`src/rtl/quad_decoder_if.sv`:
```
// ============================================================================
//  Module  : quad_decoder_if
//  Purpose : Encoder pins in, up/down counter controls out, for quad_decoder.
//            Index is present only when QDEC_INDEX_EN is defined.
//  Rev     : 1.0  initial release
// ============================================================================
`default_nettype none

interface quad_decoder_if;
    logic A;
    logic B;
`ifdef QDEC_INDEX_EN
    logic Index;
`endif
    logic CountEn;
    logic DownEn;
    logic SClear;
    logic Error;

`ifdef QDEC_INDEX_EN
    modport master (output A, B, Index, input CountEn, DownEn, SClear, Error);
    modport slave  (input A, B, Index, output CountEn, DownEn, SClear, Error);
`else
    modport master (output A, B, input CountEn, DownEn, SClear, Error);
    modport slave  (input A, B, output CountEn, DownEn, SClear, Error);
`endif
endinterface

`default_nettype wire

```
`src/rtl/quad_decoder.sv`:
```
// ============================================================================
//  Module  : quad_decoder
//  Purpose : Synchronised, glitch-filtered x4 quadrature decoder driving an
//            up/down counter. Optional Index/SClear path: QDEC_INDEX_EN.
//  Rev     : 1.0  initial release
// ============================================================================
`default_nettype none

module quad_decoder #(
    parameter int sync_stages = 2,
    parameter int filt_len    = 4
) (
    input  wire logic      Clock,
    input  wire logic      Reset,
    quad_decoder_if.slave  qd
);

`ifdef QDEC_INDEX_EN
    localparam int c_n = 3;
`else
    localparam int c_n = 2;
`endif
    localparam int c_cnt_w  = (filt_len > 1) ? $clog2(filt_len) : 1;
    localparam int c_init_w = $clog2(sync_stages + 1);
    localparam logic [c_cnt_w-1:0]  c_cnt_max   = c_cnt_w'(filt_len - 1);
    localparam logic [c_init_w-1:0] c_init_last = c_init_w'(sync_stages);

    localparam logic [0:0] c_st_init = 1'b0;
    localparam logic [0:0] c_st_run  = 1'b1;

    logic [0:0]          r_state;
    logic [0:0]          w_state_nxt;
    logic [c_init_w-1:0] r_init_cnt;

    logic [c_n-1:0] w_pin;
    logic [c_n-1:0] w_filt;
    logic [c_n-1:0] w_prev;

    assign w_pin[0] = qd.A;
    assign w_pin[1] = qd.B;
`ifdef QDEC_INDEX_EN
    assign w_pin[2] = qd.Index;
`endif

    // Channel 0 = A, 1 = B, 2 = Index; each gets its own sync chain and filter.
    for (genvar i = 0; i < c_n; i++) begin : g_chan
        logic [sync_stages-1:0] r_sync;
        logic [c_cnt_w-1:0]     r_cnt;
        logic                   r_filt;
        logic                   r_prev;
        logic                   w_s;

        assign w_s       = r_sync[sync_stages-1];
        assign w_filt[i] = r_filt;
        assign w_prev[i] = r_prev;

        always_ff @(posedge Clock or posedge Reset) begin
            if (Reset) begin
                r_sync <= '0;
                r_cnt  <= '0;
                r_filt <= 1'b0;
                r_prev <= 1'b0;
            end else begin
                r_sync <= {r_sync[sync_stages-2:0], w_pin[i]};
                if (r_state == c_st_init) begin
                    // Track the pins directly so release with pins high is not a step.
                    r_filt <= w_s;
                    r_prev <= w_s;
                    r_cnt  <= '0;
                end else begin
                    r_prev <= r_filt;
                    if (w_s == r_filt) begin
                        r_cnt <= '0;
                    end else if (r_cnt == c_cnt_max) begin
                        r_filt <= w_s;
                        r_cnt  <= '0;
                    end else begin
                        r_cnt <= r_cnt + 1'b1;
                    end
                end
            end
        end
    end

    always_ff @(posedge Clock or posedge Reset) begin
        if (Reset) begin
            r_state    <= c_st_init;
            r_init_cnt <= '0;
        end else begin
            r_state    <= w_state_nxt;
            r_init_cnt <= (r_state == c_st_init) ? r_init_cnt + 1'b1 : '0;
        end
    end

    always_comb begin
        w_state_nxt = r_state;
        if (r_state == c_st_init && r_init_cnt == c_init_last) begin
            w_state_nxt = c_st_run;
        end
    end

    logic       r_count_en;
    logic       r_down_en;
    logic       r_error;
    logic       w_count_en_nxt;
    logic       w_down_en_nxt;
    logic       w_error_nxt;
    logic [3:0] w_trans;

    assign w_trans = {w_prev[0], w_prev[1], w_filt[0], w_filt[1]};

    always_comb begin
        w_count_en_nxt = 1'b0;
        w_down_en_nxt  = r_down_en;
        w_error_nxt    = 1'b0;
        if (r_state == c_st_run) begin
            case (w_trans)
                4'b00_10, 4'b10_11, 4'b11_01, 4'b01_00: begin
                    w_count_en_nxt = 1'b1;
                    w_down_en_nxt  = 1'b0;
                end
                4'b00_01, 4'b01_11, 4'b11_10, 4'b10_00: begin
                    w_count_en_nxt = 1'b1;
                    w_down_en_nxt  = 1'b1;
                end
                4'b00_11, 4'b11_00, 4'b01_10, 4'b10_01: begin
                    w_error_nxt = 1'b1;
                end
                default: ;
            endcase
        end
    end

    always_ff @(posedge Clock or posedge Reset) begin
        if (Reset) begin
            r_count_en <= 1'b0;
            r_down_en  <= 1'b0;
            r_error    <= 1'b0;
        end else begin
            r_count_en <= w_count_en_nxt;
            r_down_en  <= w_down_en_nxt;
            r_error    <= w_error_nxt;
        end
    end

    assign qd.CountEn = r_count_en;
    assign qd.DownEn  = r_down_en;
    assign qd.Error   = r_error;

`ifdef QDEC_INDEX_EN
    logic r_sclear;
    logic w_sclear_nxt;

    assign w_sclear_nxt = (r_state == c_st_run) && w_filt[2] && !w_prev[2];

    always_ff @(posedge Clock or posedge Reset) begin
        if (Reset) begin
            r_sclear <= 1'b0;
        end else begin
            r_sclear <= w_sclear_nxt;
        end
    end

    assign qd.SClear = r_sclear;
`else
    assign qd.SClear = 1'b0;
`endif

endmodule

`default_nettype wire

```
`src/flat_wrapper.sv`:
```
// flat-port wrapper written by rule: the top's interface ports become plain ports
module quad_decoder_flat 
#(
    parameter int sync_stages = 2,
    parameter int filt_len    = 4
)
  (Clock, Reset, qd_A, qd_B, qd_CountEn, qd_DownEn, qd_SClear, qd_Error);
  quad_decoder_if qd_i ();
  input  wire logic Clock;
  input  wire logic Reset;
  input wire logic [$bits(qd_i.A)-1:0] qd_A;
  input wire logic [$bits(qd_i.B)-1:0] qd_B;
  output wire logic [$bits(qd_i.CountEn)-1:0] qd_CountEn;
  output wire logic [$bits(qd_i.DownEn)-1:0] qd_DownEn;
  output wire logic [$bits(qd_i.SClear)-1:0] qd_SClear;
  output wire logic [$bits(qd_i.Error)-1:0] qd_Error;
  assign qd_i.A = qd_A;
  assign qd_i.B = qd_B;
  assign qd_CountEn = qd_i.CountEn;
  assign qd_DownEn = qd_i.DownEn;
  assign qd_SClear = qd_i.SClear;
  assign qd_Error = qd_i.Error;
  quad_decoder #(.sync_stages(sync_stages), .filt_len(filt_len)) u_core (.Clock(Clock), .Reset(Reset), .qd(qd_i));
endmodule
```
`config.mk`:
```
export PLATFORM = sky130hd
export DESIGN_NAME = quad_decoder_flat
export DESIGN_NICKNAME = d
export VERILOG_FILES = /design/src/rtl/quad_decoder_if.sv /design/src/rtl/quad_decoder.sv /design/src/flat_wrapper.sv
export SDC_FILE = /design/constraint.sdc
export NUM_CORES = 1
export LEC_CHECK = 0
export BUFFER_PORTS_ARGS = -buffer_cell sky130_fd_sc_hd__buf_2
export CAP_MARGIN = 10
export CORE_MARGIN = 2
export CORE_UTILIZATION = 48
export DETAILED_ROUTE_END_ITERATION = 7
export PLACE_DENSITY_LB_ADDON = 0.3
export SYNTH_ARGS = -nofsm -noshare
export SYNTH_HDL_FRONTEND = slang
export SYNTH_SLANG_ARGS = --single-unit
export TNS_END_PERCENT = 30
```
`constraint.sdc`:
```
create_clock -name Clock -period 1.03 [get_ports Clock]
set_input_delay 0.0515 -clock Clock [delete_from_list [all_inputs] [get_ports Clock]]
set_output_delay 0.0515 -clock Clock [all_outputs]
set_load 0.02 [all_outputs]
```
==> impl_metrics.csv, run 1 <==
group,metric,value,unit
power_and_ir_drop,power.leakage,0.419,nW
drt,wirelength,949,um
drt,first_iter_violations,4,
timing,maxSlewViolCount,0,
drt,vias_per_cell,4.81,
clocking,root_buffer,"clkbuf_4",
clocking,clock_sinks,18,
critical_path,worstPathMaxFanout,2,
floorplan,io_pins,8,
synthesis,synth-seq-area-share,0.642,
critical_path,crit_path_start,"u_core.g_chan[1].r_cnt[0]",
layout,final_common_cell,"dfrtp_1",
power_and_ir_drop,powerDensity,2710,nW/um^2
synthesis,synth_area,702,sq um
placement,port_buffers,6,
placement,gp_congestion,0.731,
layout,mostFrequentLayoutCells,"16 x dfrtp_1, 6 x buf_2, 6 x buf_4",
placement,hpwl,647,um
grt,grt_pass1_vias,453,
power_and_ir_drop,seqPwrFrac,0.453,
timing,min_period,1.10,ns
layout,antennaDiodeCount,0,
drt,vias,409,
clocking,htree_levels,1,
floorplan,die_w,42.2,um
timing,timing.fmax,0.905,GHz
clocking,cts_buffer_depth,2,
critical_path,critPathArrivalTime,1.27,ns
power_and_ir_drop,switching_share,0.319,
clocking,clk_latency,0.28,ns
placement,dp_cells,79,
power_and_ir_drop,power,2.37,mW
flow_run,max-cap-violations,0,
clocking,clkTransAtPathRegs,0.09,ns
synthesis,syn-instance-count,54,
drt,ant_nets,0,
power_and_ir_drop,max-vdd-ir-drop,1.27,mV
layout,fin_nets,79,
grt,grt_max_degree,19,
run_status,violations,"setup timing",
layout,utilization,0.655,
synthesis,synth_area_per_cell,13.0,sq um
critical_path,r2r-start,"u_core.g_chan[1].r_cnt[0]",
critical_path,critPathKind,"reg2reg",
critical_path,crit_path_end_kind,"register",
drt,drtPass1Iterations,3,
floorplan,coreArea,1330,sq um
clocking,tritoncts,"yes",
clocking,post_cts_buffers,0,
layout,fillers,105,
synthesis,ys_ff_latch,18,
power_and_ir_drop,switchingPower,0.756,mW
synthesis,synth_top_area_frac,0.642,
floorplan,die_h,42.2,um
power_and_ir_drop,power_frac_comb,0.411,
floorplan,dieArea,1780,sq um
synthesis,syn_nets,61,
floorplan,start_util,0.526,
synthesis,yosysTopAreaCell,"dfrtp_1",
synthesis,ys_top_cells_by_area,"dfrtp_1 64%, xnor2_1 7.5%, mux2_2 6.4%",
critical_path,setup.worst_path.start_class,"register",
grt,gr-usage-all-layers,0.130,
layout,syn_to_final_growth,24.4,%
timing,holdWs,0.317,ns
critical_path,rr_worst_depth,3,
run_status,status,"finished, violations left",
layout,drive_gt1_frac,0.400,
clocking,cts-buffers-inserted,3,
worst_hold_path,hold_path.class,"in2async",
critical_path,cp.required,1.20,ns
power_and_ir_drop,pwr-share-clk,0.137,
drt,drc,0,
floorplan,num_rows,13,
grt,grt_antenna_before_repair,0,
grt,grt_pass1_wl,1.73,mm
timing,hold_viol,0,
synthesis,synth_warnings,0,
synthesis,ys_types,18,
power_and_ir_drop,internal-power,1.61,mW
drt,wl_per_cell,11.2,um
layout,layout.cells.non_filler,85,
timing,finalSetupViolCount,2,
timing,fin_skew,0.00100,ns
timing,fin_crit_sh,1.07,
timing,rsz0062_at_grt,"true",
grt,overflow,0,
timing,setup_slack,-0.0747,ns
==> per-layer routing <==
| metal | share of wire | GRT usage | wire length, um | vias to the layer above |
|---|---|---|---|---|
| met5 | 0 | 0 | 0 | - |
| met1 | 0.45 | 0.144 | 424 | 201 |
| met2 | 0.52 | 0.237 | 490 | 7 |
| li1 | - | - | - | 201 |
| met4 | 0 | 0.0563 | 0 | 0 |
| met3 | 0.036 | 0.0259 | 34 | 0 |
==> path summary, 6_finish.rpt <==
path | end | slack (ns)
setup / recovery | u_core.g_chan[1].r_filt | -0.07
hold reg to reg | u_core.g_chan[1].r_sync[1] | 0.35
max in group asynchronous | u_core.g_chan[0].r_filt | 0.51
hold / removal | u_core.g_chan[1].r_sync[0] | 0.32
min in group Clock | u_core.g_chan[1].r_sync[1] | 0.35
setup reg to reg | u_core.g_chan[1].r_filt | -0.07
==> worst max-delay path: stages, from the launching register on <==
cell,delay [ns]
dfrtp_1,0.40
ha_2,0.18
nand2b_4,0.13
mux2_2,0.28
==> sequential cells by signal (all words and copies together), names as in the netlist <==
register              cells
u_core.qd.Error           1
u_core.g_chan.r_filt      2
u_core.qd.CountEn         1
u_core.g_chan.r_prev      2
u_core.g_chan.r_sync      4
u_core.r_state            1
u_core.qd.DownEn          1
u_core.g_chan.r_cnt       4
u_core.r_init_cnt         2
==> cells in the mapped netlist <==
master	count
dfrtp_1	18
xnor2_1	6
mux2_2	4
nor2_1	4
ha_1	3
inv_1	3
a21oi_1	2
nand2_1	2
nand2b_1	2
nor3_1	2
and2_1	1
buf_2	1
buf_4	1
conb_1	1
nor3b_1	1
o21ai_0	1
or2_2	1
xor2_1	1
==> power groups by stage <==
stage          registers (mW)  clock network [mW]  logic, mW
3_3_place_gp             1.07                   0      0.886
6_report                 1.07               0.323      0.972
4_1_cts                  1.07               0.338      0.962
3_5_place_dp             1.07                   0      0.923
2_1_floorplan            1.15                   0      0.606
5_1_grt                  1.11               0.366       1.07
==> stage by stage <==
stage,setup TNS [ns],worst slack [ns],instance area [sq um]
floorplan,-0.0124,-0.00618,728
global placement,-0.219,-0.0537,803
detailed placement,-0.318,-0.0768,803
CTS,-0.140,-0.0799,865
global route,-0.210,-0.107,873
finish,-0.132,-0.0747,873
==> timing repair <==
item	4_1_cts	5_1_grt
endpoints found under the setup margin	6	7
endpoints found under the hold margin	20	0
gates resized for setup	2	2
hold buffers	3	0
pin swaps	0	1
==> area by class of cell <==
type / instances / area (sq um) / area share
well taps: 15 / 18.8 / 0.0215
flip-flops and latches: 18 / 453 / 0.519
clock buffers: 3 / 22.5 / 0.0258
inverters: 3 / 11.3 / 0.0129
repair buffers: 15 / 105 / 0.120
multi-input cells: 31 / 263 / 0.301
==> logic make-up (layout without fill, tap and decap cells) <==
group           count (synthesis)  count (layout)  synth area share
flops                          18              18             0.642
buf+inv                         5              21            0.0339
simple gates                   13              13            0.0927
xor+xnor                        7               7            0.0873
fa+ha+maj                       3               3            0.0535
mux                             4               4            0.0642
compound gates                  3               3            0.0214
other cells                     1               1           0.00534
(Power assumes the default switching activity.)
==> run 2: changes to the inputs <==
- clock period: 1.03 -> 1 ns (I/O delays scaled with it)
==> run 2 against run 1 <==
  * The run still ends with setup timing left
  * Clock power rose by 11%
  * Critical path depth stayed put
  * Global-route usage up 1.5 points
  * Count of clock-buffer cells in the layout is 1 higher
  * Non-clock buffer count rose by 1
  * Worst setup slack lost 0.027 ns
  * Critical endpoint unchanged
  * Largest power group unchanged
==> impl_metrics.csv, run 2 (synthesis gave the netlist of run 1 again) <==
group,metric,value,unit
placement,place_worst_setup_slack,-0.0543,ns
placement,hpwl,694,um
timing,holdWs,0.319,ns
floorplan,die_h,42.2,um
drt,vias_per_cell,4.68,
layout,multiInputGateArea,282,sq um
grt,overflow,0,
power_and_ir_drop,powerDensity,2790,nW/um^2
critical_path,cp.required,1.18,ns
critical_path,cp_num_buf_inv,0,
grt,grt_antenna_before_repair,0,
layout,layout.cells.non_filler,87,
grt,gr-usage-all-layers,0.144,
clocking,cts_buffer_depth,2,
layout,fillers,94,
critical_path,path_cells,"ha_2, nand2b_4, mux2_2",
timing,fin_skew,0.00198,ns
layout,top_regs,"u_core.g_chan.r_cnt: 4 flops, u_core.g_chan.r_sync: 4 flops",
drt,drc,0,
clocking,cts-buffers-inserted,3,
clocking,htree_levels,1,
placement,port_buffers,6,
floorplan,io_pins,8,
floorplan,start_util,0.526,
run_status,status,"finished, violations left",
timing,setup_slack,-0.102,ns
grt,grt_pass1_wl,1.87,mm
drt,first_iter_violations,1,
clocking,clock_sinks,18,
timing,maxSlewViolCount,0,
grt,grt_pass1_vias,432,
timing,fin_crit_sh,1.10,
clocking,clk_latency,0.28,ns
layout,ff_latch_area,453,sq um
timing,hold_viol,0,
clocking,tritoncts,"yes",
timing,timing.fmax,0.907,GHz
drt,drtPass1Iterations,2,
worst_hold_path,hold_path.class,"in2async",
layout,drive_gt1_frac,0.444,
critical_path,slowest_delay,0.38,ns
drt,vias,407,
clocking,root_buffer,"clkbuf_4",
timing,finalSetupViolCount,3,
critical_path,setup.worst_path.start_class,"register",
placement,gp_congestion,0.726,
run_status,violations,"setup timing",
drt,ant_nets,0,
clocking,clkTransAtPathRegs,0.09,ns
floorplan,coreArea,1330,sq um
timing,min_period,1.10,ns
power_and_ir_drop,power,2.57,mW
grt,grt_max_degree,19,
placement,dpl-instance-area,790,sq um
critical_path,worstPathMaxFanout,2,
floorplan,die_w,42.2,um
critical_path,critPathSlowestCell,"dfrtp_1",
placement,dp_cells,77,
floorplan,dieArea,1780,sq um
timing,final.setup.tns,-0.167,ns
layout,stdcell_area,923,sq um
layout,syn_to_final_growth,31.6,%
layout,fin_nets,80,
layout,antennaDiodeCount,0,
drt,wl_per_cell,12.1,um
critical_path,critPathArrivalTime,1.28,ns
layout,utilization,0.692,
drt,wirelength,1.06,mm
floorplan,num_rows,13,
power_and_ir_drop,power.leakage,0.446,nW
flow_run,max-cap-violations,0,
critical_path,crit_path_end_kind,"register",
critical_path,crit_family,"flip-flops",
critical_path,critPathKind,"reg2reg",
timing,rsz0062_at_grt,"true",
power_and_ir_drop,max-vdd-ir-drop,1.23,mV
layout,final_common_cell,"dfrtp_1",
layout,mostFrequentLayoutCells,"16 x dfrtp_1, 6 x buf_2",
run 2: worst paths after layout:
| kind | from | endpoint | slack, ns | cells past startpoint |
|---|---|---|---|---|
| setup / recovery | u_core.g_chan[1].r_cnt[0] | u_core.g_chan[1].r_filt | -0.10 | 3 |
| hold / removal | Reset | u_core.g_chan[1].r_filt | 0.32 | 4 |
| setup reg to reg | u_core.g_chan[1].r_cnt[0] | u_core.g_chan[1].r_filt | -0.10 | 3 |
| hold reg to reg | u_core.g_chan[1].r_sync[0] | u_core.g_chan[1].r_sync[1] | 0.36 | 0 |
| max in group asynchronous | Reset | u_core.g_chan[0].r_filt | 0.48 | 4 |
| min in group Clock | u_core.g_chan[1].r_sync[0] | u_core.g_chan[1].r_sync[1] | 0.36 | 0 |
run 2: per-layer routing:
layer,share of wire,GRT usage
met1,0.42,0.181
met2,0.55,0.228
met3,0.025,0.0388
met4,0,0.0750
met5,0,0
run 2: area by class of cell:
class,count,share of cell area
flip-flops and latches,18,0.491
multi-input cells,31,0.305
well taps,15,0.0203
repair buffers,16,0.144
clock buffers,4,0.0285
inverters,3,0.0122
run 2: tightest hold or removal path, stage by stage:
cell and delay [ns]:
dlygate4sd3_1 0.53, buf_2 0.12, inv_1 0.04, buf_4 0.23
run 2: power by group:
part	total [mW]	leakage [nW]	switching, mW	internal, mW
Combinational	1.09	0.214	0.466	0.624
Sequential	1.13	0.217	0.169	0.959
Clock	0.357	0.0150	0.202	0.155
run 2: what timing repair did:
item                                    CTS  global route
gates resized for setup                   1            10
endpoints found under the setup margin    4            10
hold buffers                              3             0
pin swaps                                 2             2
endpoints found under the hold margin    20             0
setup buffers                             1             3
